[src/rtl/apb_pkg.sv]
// Shared APB master definitions: bus widths, watchdog limit and FSM states.
// Optional feature macro used by apb_master: APB_MASTER_TIMEOUT_EN.
package apb_pkg;

  localparam int ADDR_W         = 9;
  localparam int DATA_W         = 32;
  localparam int TIMEOUT_CYCLES = 16;

  typedef enum logic [1:0] {
    IDLE   = 2'd0,
    SETUP  = 2'd1,
    ACCESS = 2'd2
  } apb_state_e;

endpackage : apb_pkg

[src/rtl/apb_master_wdog.sv]
// ACCESS wait-state watchdog: counts consecutive stalled ACCESS cycles and
// flags the cycle whose edge would complete the TIMEOUT_CYCLES-th stall.
module apb_master_wdog
  import apb_pkg::*;
(
  input  logic pclk,
  input  logic preset,
  input  logic clear,
  input  logic count_en,
  output logic expired
);

  localparam int CW = $clog2(TIMEOUT_CYCLES + 1);

  logic [CW-1:0] count_q;

  // Stall counter, restarted for every new transfer.
  always_ff @(posedge pclk) begin
    if (preset || clear) begin
      count_q <= '0;
    end else if (count_en) begin
      count_q <= count_q + 1'b1;
    end
  end

  // Expiry is seen in the cycle whose rising edge would be the last stall.
  assign expired = count_en && (count_q == CW'(TIMEOUT_CYCLES - 1));

endmodule : apb_master_wdog

[src/rtl/apb_master.sv]
// APB requester: accepts one local command at a time and runs it through
// IDLE -> SETUP -> ACCESS, reporting completion with a one-cycle pulse.
// Define APB_MASTER_TIMEOUT_EN to abort transfers stalled for TIMEOUT_CYCLES.
module apb_master
  import apb_pkg::*;
(
  input  logic              pclk,
  input  logic              preset,
  input  logic              transfer,
  input  logic              cmd_write,
  input  logic [ADDR_W-1:0] cmd_addr,
  input  logic [DATA_W-1:0] cmd_wdata,
  output logic              cmd_ready,
  output logic [ADDR_W-1:0] paddr,
  output logic              psel,
  output logic              penable,
  output logic              pwrite,
  output logic [DATA_W-1:0] pwdata,
  input  logic              pready,
  input  logic [DATA_W-1:0] prdata,
  output logic              rsp_valid,
  output logic [DATA_W-1:0] rsp_rdata,
  output logic              rsp_timeout
);

  apb_state_e        state_q;
  logic [ADDR_W-1:0] paddr_q;
  logic              psel_q;
  logic              penable_q;
  logic              pwrite_q;
  logic [DATA_W-1:0] pwdata_q;
  logic              rsp_valid_q;
  logic [DATA_W-1:0] rsp_rdata_q;
  logic              rsp_timeout_q;

  logic accept;
  logic wdog_expired;

  // Ready when idle, or in the completing ACCESS cycle so a new command can
  // follow without an IDLE gap; never ready while reset is held.
  assign cmd_ready = !preset &&
                     ((state_q == IDLE) || ((state_q == ACCESS) && pready));
  assign accept    = transfer && cmd_ready;

`ifdef APB_MASTER_TIMEOUT_EN
  apb_master_wdog u_wdog (
    .pclk     (pclk),
    .preset   (preset),
    .clear    (accept),
    .count_en ((state_q == ACCESS) && !pready),
    .expired  (wdog_expired)
  );
`else
  assign wdog_expired = 1'b0;
`endif

  // Protocol FSM with all bus and response outputs registered.
  always_ff @(posedge pclk) begin
    if (preset) begin
      state_q       <= IDLE;
      paddr_q       <= '0;
      psel_q        <= 1'b0;
      penable_q     <= 1'b0;
      pwrite_q      <= 1'b0;
      pwdata_q      <= '0;
      rsp_valid_q   <= 1'b0;
      rsp_rdata_q   <= '0;
      rsp_timeout_q <= 1'b0;
    end else begin
      rsp_valid_q   <= 1'b0;
      rsp_timeout_q <= 1'b0;
      case (state_q)
        IDLE: begin
          if (accept) begin
            paddr_q   <= cmd_addr;
            pwrite_q  <= cmd_write;
            pwdata_q  <= cmd_wdata;
            psel_q    <= 1'b1;
            penable_q <= 1'b0;
            state_q   <= SETUP;
          end
        end
        SETUP: begin
          penable_q <= 1'b1;
          state_q   <= ACCESS;
        end
        ACCESS: begin
          if (pready) begin
            rsp_valid_q <= 1'b1;
            rsp_rdata_q <= pwrite_q ? '0 : prdata;
            if (accept) begin
              paddr_q   <= cmd_addr;
              pwrite_q  <= cmd_write;
              pwdata_q  <= cmd_wdata;
              psel_q    <= 1'b1;
              penable_q <= 1'b0;
              state_q   <= SETUP;
            end else begin
              psel_q    <= 1'b0;
              penable_q <= 1'b0;
              state_q   <= IDLE;
            end
          end else if (wdog_expired) begin
            rsp_valid_q   <= 1'b1;
            rsp_timeout_q <= 1'b1;
            rsp_rdata_q   <= '0;
            psel_q        <= 1'b0;
            penable_q     <= 1'b0;
            state_q       <= IDLE;
          end
        end
        default: begin
          psel_q    <= 1'b0;
          penable_q <= 1'b0;
          state_q   <= IDLE;
        end
      endcase
    end
  end

  assign paddr       = paddr_q;
  assign psel        = psel_q;
  assign penable     = penable_q;
  assign pwrite      = pwrite_q;
  assign pwdata      = pwdata_q;
  assign rsp_valid   = rsp_valid_q;
  assign rsp_rdata   = rsp_rdata_q;
  assign rsp_timeout = rsp_timeout_q;

endmodule : apb_master

[config.mk]
export PLATFORM = sky130hd
export DESIGN_NAME = apb_master
export DESIGN_NICKNAME = d
export VERILOG_FILES = /design/src/rtl/apb_pkg.sv /design/src/rtl/apb_master_wdog.sv /design/src/rtl/apb_master.sv
export SDC_FILE = /design/constraint.sdc
export NUM_CORES = 1
export LEC_CHECK = 0
export CORE_MARGIN = 5
export CORE_UTILIZATION = 39
export DETAILED_ROUTE_END_ITERATION = 16
export GPL_TIMING_DRIVEN = 0
export HOLD_SLACK_MARGIN = 0.06
export PLACE_DENSITY = 0.8
export SYNTH_ARGS = -nofsm -noshare
export SYNTH_HDL_FRONTEND = slang
export SYNTH_SLANG_ARGS = --single-unit
[constraint.sdc]
create_clock -name pclk -period 1.93 [get_ports pclk]
set_clock_uncertainty 0.1 [all_clocks]
set_input_delay 0.193 -clock pclk [delete_from_list [all_inputs] [get_ports pclk]]
set_output_delay 0.193 -clock pclk [all_outputs]
set_load 0.005 [all_outputs]
==> impl_metrics.prom <==
# TYPE chip_impl_metric gauge
chip_impl_metric{name="finalHoldViolations",unit=""} 0
chip_impl_metric{name="grt_first_pass_wirelength",unit="mm"} 12.9
chip_impl_metric{name="post-route-util",unit="%"} 66.0
chip_impl_metric{name="layoutNonFillerInstCount",unit=""} 496
chip_impl_metric{name="yosysWarnings",unit=""} 0
chip_impl_info{name="cp-end-kind",value="output pin"} 1
chip_impl_metric{name="period_share",unit="%"} 94.9
chip_impl_metric{name="drtIter0Drc",unit=""} 38
chip_impl_metric{name="initial_antenna_violation_count",unit=""} 0
chip_impl_metric{name="avg_cell_area_syn",unit="sq um"} 12.9
chip_impl_metric{name="drt-wirelength-per-cell",unit="um"} 16.1
chip_impl_info{name="holdCritStartpoint",value="preset"} 1
chip_impl_metric{name="syn2layout_area_growth",unit="%"} 64.0
chip_impl_metric{name="die-height",unit="um"} 96.8
chip_impl_info{name="slowest_stage",value="sky130_fd_sc_hd__clkdlybuf4s50_1"} 1
chip_impl_info{name="most_frequent_cell_on_the_critical_path",value="sky130_fd_sc_hd__clkdlybuf4s50_1"} 1
chip_impl_metric{name="cts_setup_buffers",unit=""} 0
chip_impl_metric{name="ff2ff_path_depth",unit=""} 4
chip_impl_metric{name="post-route-min-period",unit="ns"} 1.83
chip_impl_metric{name="core",unit="sq um"} 7290
chip_impl_metric{name="post_cts_resized",unit=""} 0
chip_impl_metric{name="pin_count",unit=""} 157
chip_impl_metric{name="cp.required",unit="ns"} 1.64
chip_impl_metric{name="globalRoute.totalOverflow",unit=""} 0
chip_impl_metric{name="tritoncts.num_buffers",unit=""} 9
chip_impl_metric{name="worst-path-stages",unit=""} 4
chip_impl_metric{name="arr_time_crit_path",unit="ns"} 1.54
chip_impl_metric{name="final_layout_size_suffix_gt1_share",unit="%"} 17.9
chip_impl_metric{name="dp_hpwl",unit="mm"} 6.18
chip_impl_metric{name="antenna-diode-count",unit=""} 0
chip_impl_metric{name="std_cell_rows",unit=""} 31
chip_impl_info{name="clock_tree_from_tritoncts",value="done"} 1
chip_impl_metric{name="fin_worst_hold_slack",unit="ns"} 0.143
chip_impl_metric{name="postCtsHoldBufs",unit=""} 0
chip_impl_metric{name="place_congestion",unit=""} 0.806
chip_impl_metric{name="syn-cell-area",unit="sq um"} 2940
chip_impl_metric{name="timing.max_slew.rel_slack",unit="%"} 64.5
chip_impl_metric{name="first_pass_iters",unit=""} 4
chip_impl_metric{name="clock_tree_buffer_depth",unit=""} 2
chip_impl_metric{name="remaining_drc_errors",unit=""} 0
chip_impl_metric{name="clock_latency",unit="ns"} 0.34
chip_impl_info{name="clock_tree.root_cell",value="sky130_fd_sc_hd__clkbuf_8"} 1
chip_impl_metric{name="viasPerCell",unit=""} 4.65
chip_impl_metric{name="report.final.slew_viol_count",unit=""} 0
chip_impl_metric{name="drv_cap",unit=""} 0
chip_impl_info{name="critical_path.top_delay_family",value="buffers and inverters"} 1
chip_impl_metric{name="num_vias",unit=""} 2307
chip_impl_metric{name="num-fill-cells",unit=""} 582
chip_impl_info{name="setup_repair_after_global_routing_missed_its_margin",value="no"} 1
chip_impl_metric{name="tightestPinTransition",unit="ns"} 0.530
chip_impl_info{name="path_class",value="input pin to output pin"} 1
chip_impl_metric{name="grt_pass1_vias",unit=""} 2502
chip_impl_metric{name="post_synth_inst_count",unit=""} 227
chip_impl_info{name="status",value="finished clean"} 1
chip_impl_metric{name="irDropWorstVdd",unit="mV"} 0.359
chip_impl_metric{name="finish.net_count",unit=""} 470
chip_impl_metric{name="syn_nets",unit=""} 305
chip_impl_metric{name="postRouteAntennaNets",unit=""} 0
chip_impl_info{name="timing.critical_path.cells",value="clkdlybuf4s50_1 > nand2b_1 > and2_1 > clkdlybuf4s50_1"} 1
chip_impl_info{name="start_kind",value="input pin"} 1
chip_impl_metric{name="clkSinkCount",unit=""} 78
chip_impl_metric{name="fin_area",unit="sq um"} 4810
chip_impl_metric{name="synth_top_cell_area_share",unit="%"} 53.2
chip_impl_info{name="crit_start",value="pready"} 1
chip_impl_metric{name="finalSetupViolCount",unit=""} 0
chip_impl_metric{name="dpl_cell_area",unit="sq um"} 4600
chip_impl_metric{name="chipWidth",unit="um"} 96.8
chip_impl_metric{name="path_clk_slew",unit="ns"} 0.08
chip_impl_metric{name="total_leakage_power",unit="nW"} 1.93
chip_impl_info{name="dominant_cell_type_by_area_after_synthesis",value="sky130_fd_sc_hd__dfxtp_1"} 1
chip_impl_metric{name="crit_fanout",unit=""} 6
chip_impl_info{name="min_path_type",value="input pin to register"} 1
chip_impl_info{name="r2r_start",value="state_q[0]"} 1
chip_impl_metric{name="timing.hold.worst_path_depth",unit=""} 3
chip_impl_metric{name="clock_tree.htree_level_count",unit=""} 3
chip_impl_metric{name="critPathMaxStageDelay",unit="ns"} 0.55
chip_impl_metric{name="ys_types",unit=""} 22
chip_impl_metric{name="floorplan.die_area",unit="sq um"} 9360
chip_impl_metric{name="grt.total_usage",unit="%"} 17.0
chip_impl_metric{name="port_buffers",unit=""} 154
chip_impl_metric{name="floorplan.initialDensity",unit="%"} 40.3
chip_impl_metric{name="wl",unit="mm"} 7.98
chip_impl_info{name="ys_top_cells_by_area",value="sky130_fd_sc_hd__dfxtp_1, sky130_fd_sc_hd__mux2_4, sky130_fd_sc_hd__a22o_1"} 1
chip_impl_metric{name="dpl.cell_count",unit=""} 480
chip_impl_metric{name="p_per_area",unit="nW/um^2"} 757
chip_impl_metric{name="ys_ff_latch",unit=""} 78
chip_impl_metric{name="ys_seq_area_share",unit="%"} 53.2
chip_impl_metric{name="fmaxAchievable",unit="MHz"} 546
chip_impl_metric{name="grt_max_degree",unit=""} 14
chip_impl_metric{name="worst-path-buf-inv",unit=""} 2
stage by stage:
step                TNS (ns)  power, W  setup WS, ns
floorplan                  0   0.00201         0.479
detailed placement    -0.287   0.00238       -0.0184
CTS                        0   0.00369        0.0910
global placement           0   0.00237        0.0145
global route               0   0.00379        0.0347
finish                     0   0.00364        0.0992
flip-flops by register name, summed over array words and instances, names as in the netlist:
name,flops
state_q,2
pwdata,32
pwrite,1
rsp_valid,1
rsp_rdata,32
paddr,9
psel,1
synthesized netlist by cell type:
library cell and instances:
sky130_fd_sc_hd__and2_1 1, sky130_fd_sc_hd__conb_1 1, sky130_fd_sc_hd__clkbuf_2 1, sky130_fd_sc_hd__clkbuf_1 4, sky130_fd_sc_hd__mux2i_1 1, sky130_fd_sc_hd__buf_4 2
sky130_fd_sc_hd__nor2b_1 42, sky130_fd_sc_hd__and3_1 2, sky130_fd_sc_hd__dfxtp_1 78, sky130_fd_sc_hd__a32oi_1 1, sky130_fd_sc_hd__nor2_2 1, sky130_fd_sc_hd__buf_2 6
sky130_fd_sc_hd__a31oi_1 1, sky130_fd_sc_hd__and4b_1 1, sky130_fd_sc_hd__nand2b_1 1, sky130_fd_sc_hd__buf_6 5, sky130_fd_sc_hd__mux2_1 3, sky130_fd_sc_hd__mux2_4 39
sky130_fd_sc_hd__a22o_1 32, sky130_fd_sc_hd__o21ai_0 1, sky130_fd_sc_hd__inv_2 1, sky130_fd_sc_hd__nor2_1 3
power breakdown:
group          leakage (nW)  internal, W  switching, W  total (W)
clock                 0.113     0.000721      0.000577    0.00130
combinational          1.18     0.000431      0.000171   0.000602
sequential            0.638      0.00170     0.0000447    0.00174
total                  1.93      0.00285      0.000793    0.00364
kinds of logic (layout without fill, tap and decap cells):
family,after synthesis,in the layout,share of synthesized area (%)
AOI/OAI and AO/OA,35,35,10.2
buffers and inverters,19,189,4.26
and+or+nand+nor,51,51,10.7
other,1,1,0.128
muxes,43,43,21.4
DFF,78,78,53.2
worst min-delay path, delay by kind of cell:
kind,cells,cell delay [ns]
buffers and inverters,1,0.15
multiplexers,1,0.12
AND/OR/NAND/NOR,1,0.10
final cells by class:
type / instances / area, sq um / share of cell area [%]
flip-flops and latches: 78 / 1560 / 32.4
repair buffers: 154 / 1540 / 32.0
multi-input cells: 130 / 1250 / 25.9
clock buffers: 9 / 124 / 2.57
well taps: 99 / 124 / 2.57
plain buffers: 18 / 121 / 2.52
clock inverters: 7 / 88.8 / 1.85
inverters: 1 / 3.75 / 0.0780
layer usage:
metal	routed length, um	GRT usage, %	vias up
li1	-	-	1119
met1	3580	20.8	1067
met2	3570	26.5	109
met3	668	6.55	12
met4	157	7.56	0
met5	0	0	-
placed cells by master, fill, tap and decap left out, types with 2 or more instances in the layout:
cell / synthesis / routed
sky130_fd_sc_hd__mux2_1: 3 / 3
sky130_fd_sc_hd__buf_4: 2 / 2
sky130_fd_sc_hd__clkbuf_8: 0 / 9
sky130_fd_sc_hd__dfxtp_1: 78 / 78
sky130_fd_sc_hd__nor2_1: 3 / 3
sky130_fd_sc_hd__buf_2: 6 / 6
sky130_fd_sc_hd__a22o_1: 32 / 32
sky130_fd_sc_hd__clkbuf_1: 4 / 4
sky130_fd_sc_hd__mux2_4: 39 / 39
sky130_fd_sc_hd__bufinv_16: 0 / 2
sky130_fd_sc_hd__nor2b_1: 42 / 42
sky130_fd_sc_hd__buf_6: 5 / 5
sky130_fd_sc_hd__and3_1: 2 / 2
sky130_fd_sc_hd__clkdlybuf4s50_1: 0 / 154
sky130_fd_sc_hd__clkinv_2: 0 / 4
path summary, 6_finish.rpt:
| kind | endpoint | slack (ns) |
|---|---|---|
| worst max-delay path | cmd_ready | 0.1 |
| worst min-delay path | pwdata[31] | 0.14 |
| worst max register to register | rsp_rdata[31] | 0.32 |
| worst min register to register | rsp_rdata[23] | 0.38 |
Power figures use the tool's default switching activity.
